===== config.mk =====
export PLATFORM = sky130hd
export DESIGN_NAME = mem_bus_master
export DESIGN_NICKNAME = d
export VERILOG_FILES = /design/src/rtl/cpu_bus_pkg.sv /design/src/rtl/mem_bus_master.sv
export SDC_FILE = /design/constraint.sdc
export NUM_CORES = 1
export LEC_CHECK = 0
export CORE_MARGIN = 10
export CORE_UTILIZATION = 43
export CTS_CLUSTER_DIAMETER = 150
export DETAILED_ROUTE_END_ITERATION = 10
export PLACE_DENSITY = 0.88
export SLEW_MARGIN = 10
export SYNTH_ARGS = -nofsm -noshare
export SYNTH_HDL_FRONTEND = slang
export SYNTH_SLANG_ARGS = --single-unit

===== constraint.sdc =====
create_clock -name clk -period 2.8 [get_ports clk]
set_clock_uncertainty 0.1 [all_clocks]
set_input_delay 0.42 -clock clk [delete_from_list [all_inputs] [get_ports clk]]
set_output_delay 0.42 -clock clk [all_outputs]
set_load 0.01 [all_outputs]

===== src/rtl/cpu_bus_pkg.sv =====
// Shared CPU bus definitions: default widths, memory depth and the
// memory-port sequencer state encoding used by the master, MainMemory and control unit.
package cpu_bus_pkg;

  localparam int DEF_ADDR_W    = 16;
  localparam int DEF_DATA_W    = 16;
  localparam int DEF_MEM_DEPTH = 16384;

  typedef enum logic [1:0] {
    ST_IDLE  = 2'd0,
    ST_ISSUE = 2'd1,
    ST_WAIT  = 2'd2,
    ST_RESP  = 2'd3
  } bus_state_t;

endpackage


===== src/rtl/mem_bus_master.sv =====
// mem_bus_master: single-outstanding load/store initiator (MAR/MBR sequencer) for MainMemory.
// Optional MEM_BUS_BOUNDS_CHECK_EN rejects addresses >= MEM_DEPTH with rsp_err instead of issuing them.
module mem_bus_master
  import cpu_bus_pkg::*;
#(
  parameter int ADDR_W    = DEF_ADDR_W,
  parameter int DATA_W    = DEF_DATA_W,
  parameter int MEM_DEPTH = DEF_MEM_DEPTH
) (
  input  logic              clk,
  input  logic              reset,
  input  logic              req_valid,
  output logic              req_ready,
  input  logic              req_we,
  input  logic [ADDR_W-1:0] req_addr,
  input  logic [DATA_W-1:0] req_wdata,
  output logic              rsp_valid,
  input  logic              rsp_ready,
  output logic [DATA_W-1:0] rsp_rdata,
  output logic              rsp_err,
  output logic [ADDR_W-1:0] mem_addr,
  output logic [DATA_W-1:0] mem_wdata,
  output logic              mem_we,
  input  logic [DATA_W-1:0] mem_rdata,
  output logic              busy
);

  bus_state_t state;
  logic       we_q;
  logic       reject;

`ifdef MEM_BUS_BOUNDS_CHECK_EN
  assign reject = (64'(req_addr) >= 64'(MEM_DEPTH));
`else
  assign reject  = 1'b0;
  assign rsp_err = 1'b0;
`endif

  // Rejected requests skip the memory entirely so mem_addr/mem_we keep their idle values.
  always_ff @(posedge clk or posedge reset) begin
    if (reset) begin
      state     <= ST_IDLE;
      req_ready <= 1'b1;
      busy      <= 1'b0;
      rsp_valid <= 1'b0;
      rsp_rdata <= '0;
      mem_addr  <= '0;
      mem_wdata <= '0;
      mem_we    <= 1'b0;
      we_q      <= 1'b0;
`ifdef MEM_BUS_BOUNDS_CHECK_EN
      rsp_err   <= 1'b0;
`endif
    end else begin
      case (state)
        ST_IDLE: begin
          if (req_valid) begin
            req_ready <= 1'b0;
            busy      <= 1'b1;
`ifdef MEM_BUS_BOUNDS_CHECK_EN
            rsp_err   <= reject;
`endif
            if (reject) begin
              rsp_rdata <= '0;
              rsp_valid <= 1'b1;
              state     <= ST_RESP;
            end else begin
              mem_addr  <= req_addr;
              mem_wdata <= req_wdata;
              mem_we    <= req_we;
              we_q      <= req_we;
              state     <= ST_ISSUE;
            end
          end
        end
        ST_ISSUE: begin
          mem_we <= 1'b0;
          if (we_q) begin
            rsp_rdata <= '0;
            rsp_valid <= 1'b1;
            state     <= ST_RESP;
          end else begin
            state <= ST_WAIT;
          end
        end
        ST_WAIT: begin
          rsp_rdata <= mem_rdata;
          rsp_valid <= 1'b1;
          state     <= ST_RESP;
        end
        ST_RESP: begin
          if (rsp_ready) begin
            rsp_valid <= 1'b0;
            req_ready <= 1'b1;
            busy      <= 1'b0;
            state     <= ST_IDLE;
          end
        end
        default: state <= ST_IDLE;
      endcase
    end
  end

endmodule

-- Word level (Yosys, flattened, before mapping)
Index checks and enable logic that the tools add are counted.
- input port bits: 53
- register bits: 55
- word-level logic and storage cells: 42
- output and inout port bits: 53
- bitwise operators: 1
- mux-type cells: 16
- eq/ne operators: 6
- reduce and logical (&&, ||, !) cells: 10
- operators by type and width (cell ; number):
    $pmux 16 s2 ; 1
    $mux 16 ; 1
    $pmux 2 s4 ; 1
    $reduce_and 2->1 ; 4
    $mux 1 ; 7
    $ne 2x2->1 const B ; 3
    $pmux 1 s2 ; 3
    $reduce_and 3->1 ; 2
    $reduce_bool 2->1 ; 3
    $eq 2x2->1 const B ; 2
    $mux 2 ; 2
    $pmux 1 s3 ; 1
    $eq 2x1->1 const B ; 1
    $logic_not 2->1 ; 1
    $not 1->1 ; 1

-- Logic depth before layout (Yosys ltp)
- depth in word-level cells: 3
- gate-level depth with buffers: 7

-- Least setup slack after synthesis
OpenSTA, ideal clock, no wires.
- kind: reg2reg
- start point: register state[0]
- end point: register mem_addr[0]
- library setup time: 0.125 ns
- cell stages (with the launch flop): 7
- path buffers: 2
- setup slack: 1.133 ns
- arrival time: 1.442 ns
- path through: dfrtp_1 -> inv_1 -> ha_1 -> buf_2 -> nand2_2 -> buf_2 -> mux2_2
- cells in the longest elaborated chain, start to end: 2
- ends and longest elaborated chain (element ; RTL line ; text):
    start, declared ; mem_bus_master.sv:28 ; bus_state_t state;
    start signal, assigned ; mem_bus_master.sv:42 ; state <= ST_IDLE;
    start signal, assigned ; mem_bus_master.sv:66 ; state <= ST_RESP;
    start signal, assigned ; mem_bus_master.sv:72 ; state <= ST_ISSUE;
    $logic_not 2->1 ; mem_bus_master.sv:55 ; case (state)
    $reduce_and 2->1 (no source line) ; -- ;
    end signal, assigned ; mem_bus_master.sv:68 ; mem_addr <= req_addr;
    end, declared ; mem_bus_master.sv:21 ; output logic [ADDR_W-1:0] mem_addr,
No other way between the ends.
A chain may end at the register's enable or synchronous reset.

-- Worst setup path after layout
- start point: register state[1]
- end point: register rsp_rdata[10]
- cells in the longest elaborated chain, start to end: 3
- elaborated cells on any way between the ends: 6
- those cells by class: 3 x eq/ne; 1 x mux; 2 x reduce/logical
- ends and longest elaborated chain (element ; RTL line ; text):
    $eq 2x1->1 / $eq 2x2->1 (equally long branches) ; mem_bus_master.sv:55 ;
    $ne 2x2->1 (no source line) / $reduce_bool 2->1 (equally long branches) ; -- ;
    $reduce_and 2->1 (no source line) ; -- ;
    end signal, assigned ; mem_bus_master.sv:87 ; rsp_rdata <= mem_rdata;
    end, declared ; mem_bus_master.sv:19 ; output logic [DATA_W-1:0] rsp_rdata,
Several ways; a longest one is shown, not always the timed one.

==> out/metrics.cfg <==
[global_route]
met3_usage_pct = 6.85
grt_pass1_wl_mm = 9.30
grt_max_degree = 34
grt_antenna_before_repair = 0
first_global_vias = 1785
grtUsageMet2_pct = 22.7
grt_overflow_total = 0
use_met1_pct = 15.3
track_usage_pct = 13.6
grt.busiest_layer = met2

[drt]
ant_nets = 0
wl_per_cell_um = 17.5
vias_per_cell = 4.92
first_pass_iters = 4
routed_wl_mm = 5.66
via_count = 1594
drc = 0
drt_iter0_drc = 39

[outcome]
outcome = completed

[floorplanning]
rows = 26
coreArea_um2 = 5040
initial_core_util_pct = 43.8
die_area_um2 = 8410
die_h_um = 91.7
die_w_um = 91.7
io_pins = 106

[cts]
clockRootBuffer = clkbuf_8
clkLatencyLatePin_ps = 300
post-cts-setup-buffer-count = 0
postCtsHoldBufs = 0
htree_levels = 2
cts.clk_slew.worst_paths_ps = 90
clockBufferDepth = 2
clock-sinks = 55
cts_resized = 0
cts_tree = done
cts_buffers = 5

[worst_setup_path]
r2r_slack_ps = 620
cp-start-kind = flop
worstPathRequired_ps = 2930
crit_path_max_fanout = 16
critPathKind = flop to flop
critPathCaptureType = flop
arrival_ps = 2320

[sta]
hold_violations = 0
worst_pin_slew_ps = 1190
fin_crit_ps = 2180
layout_setup_ws_ps = 615
fmax_ghz = 0.458
finalSetupTns_ps = 0
whs_ps = 375
finalSetupViolCount = 0
maxSlewHeadroom_pct = 20.1
rsz0062_at_grt = no
fin_crit_sh_pct = 78.0
slew_violations = 0

[logic_synthesis]
syn_area_per_cell_um2 = 14.8
synth-main-ff-cell = dfrtp_1
synth_area_um2 = 2210
synth-edff-count = 0
netlist-cell-type-count = 29
synthCells = 149
synth_top_area_share_pct = 61.2
synth-seq-area-share_pct = 62.3
synth_top_area_cell = dfrtp_1
async_flop_share_pct = 100
synth-seq-cells = 55
netlist_top_cells_area = dfrtp_1 61%, mux2_2 17%, a22o_1 6.3%, ha_1 2.8%, dfstp_2 1.2%
syn_nets = 207
yosysWarnings = 0

[flow_run]
max_cap_violations = 0

[power]
vdd_drop_max_mv = 0.531
cellLeakagePower_nw = 1.46
power_mw = 3.71
p_per_area_nw_per_um2 = 1090

[placement]
dp.cells = 317
port_buffers = 104
place.gp.congestion = 0.758
hpwl_mm = 4.46
post-place-ws_ps = 559

[final_layout]
mostFrequentLayoutCell = clkdlybuf4s50_1
syn_to_final_growth_pct = 53.8
final_cell_mix = 104 x clkdlybuf4s50_1, 54 x dfrtp_1, 33 x mux2_2
final_cells = 324
drive_above_1_share_pct = 18.1
diodes = 0
nets = 312

[hold_path]
hp-class = input port to async pin

[cell usage after synthesis (all sizes together) (2+ instances only)]
cell / number
dfrtp: 54
mux2: 33
a22o: 16
buf: 8
ha: 5
inv: 5
a21oi: 4
nand2b: 3
o21ai: 3
a211oi: 2
nand2: 2
nand3: 2
[power by group]
part	switching (mW)	total [mW]	internal (mW)
Sequential	0.204	1.38	1.17
Combinational	0.745	1.83	1.09
Clock	0.240	0.502	0.262
Total	1.19	3.71	2.53
[worst paths after layout]
path / startpoint / end / depth (start not counted)
worst max-delay path: state[1] / rsp_rdata[10] / 4
worst min-delay path: reset / rsp_valid / 2
worst max register to register: state[1] / rsp_rdata[10] / 4
worst min register to register: rsp_rdata[14] / rsp_rdata[14] / 1
max in group asynchronous: reset / rsp_rdata[11] / 3
min in group clk: rsp_rdata[14] / rsp_rdata[14] / 1
[area by class of cell]
class	count	area [um2]
timing repair buffer	106	1060
multi-input combinational	81	756
fill	379	1640
inverter	5	18.8
clock inverter	1	30.0
tap	70	87.6
sequential	55	1380
clock buffer	6	72.6
[per-stage QoR]
| stage | utilization [%] | instance area, um2 |
|---|---|---|
| 6_report | 67.4 | 3400 |
| 5_1_grt | 67.4 | 3400 |
| 4_1_cts | 67.4 | 3400 |
| 3_5_place_dp | 65.4 | 3300 |
| 3_3_place_gp | 65.4 | 3300 |
| 2_1_floorplan | - | 2210 |
[registers in the layout, summed over array words and instances, names as in the netlist]
name,cells
rsp_rdata,16
we_q,1
busy,1
req_ready,1
mem_wdata,16
mem_addr,16
state,2
mem_we,1
rsp_valid,1
[critical path, stage by stage, from the launching register on]
cell and delay [ps]:
dfrtp_1 450, inv_1 90, ha_1 260, o21ai_1 940, a22o_1 270
[logic make-up (layout without fill, tap and decap cells)]
logic type               Yosys count  after routing  synth area share (%)
AO/OA/AOI/OAI                     30             30                  10.5
adder cells (fa/ha/maj)            5              5                  2.83
buffers and inverters             13            118                  3.45
flip-flops                        55             55                  62.3
multiplexers                      34             34                  17.3
other                              1              1                 0.170
AND/OR/NAND/NOR                   11             11                  3.45
[per-layer routing]
| metal | part of all wire (%) | vias up |
|---|---|---|
| met5 | 0 | - |
| li1 | - | 744 |
| met3 | 11 | 7 |
| met2 | 49 | 69 |
| met1 | 39 | 774 |
| met4 | 0.74 | 0 |
Power figures use the tool's default switching activity.
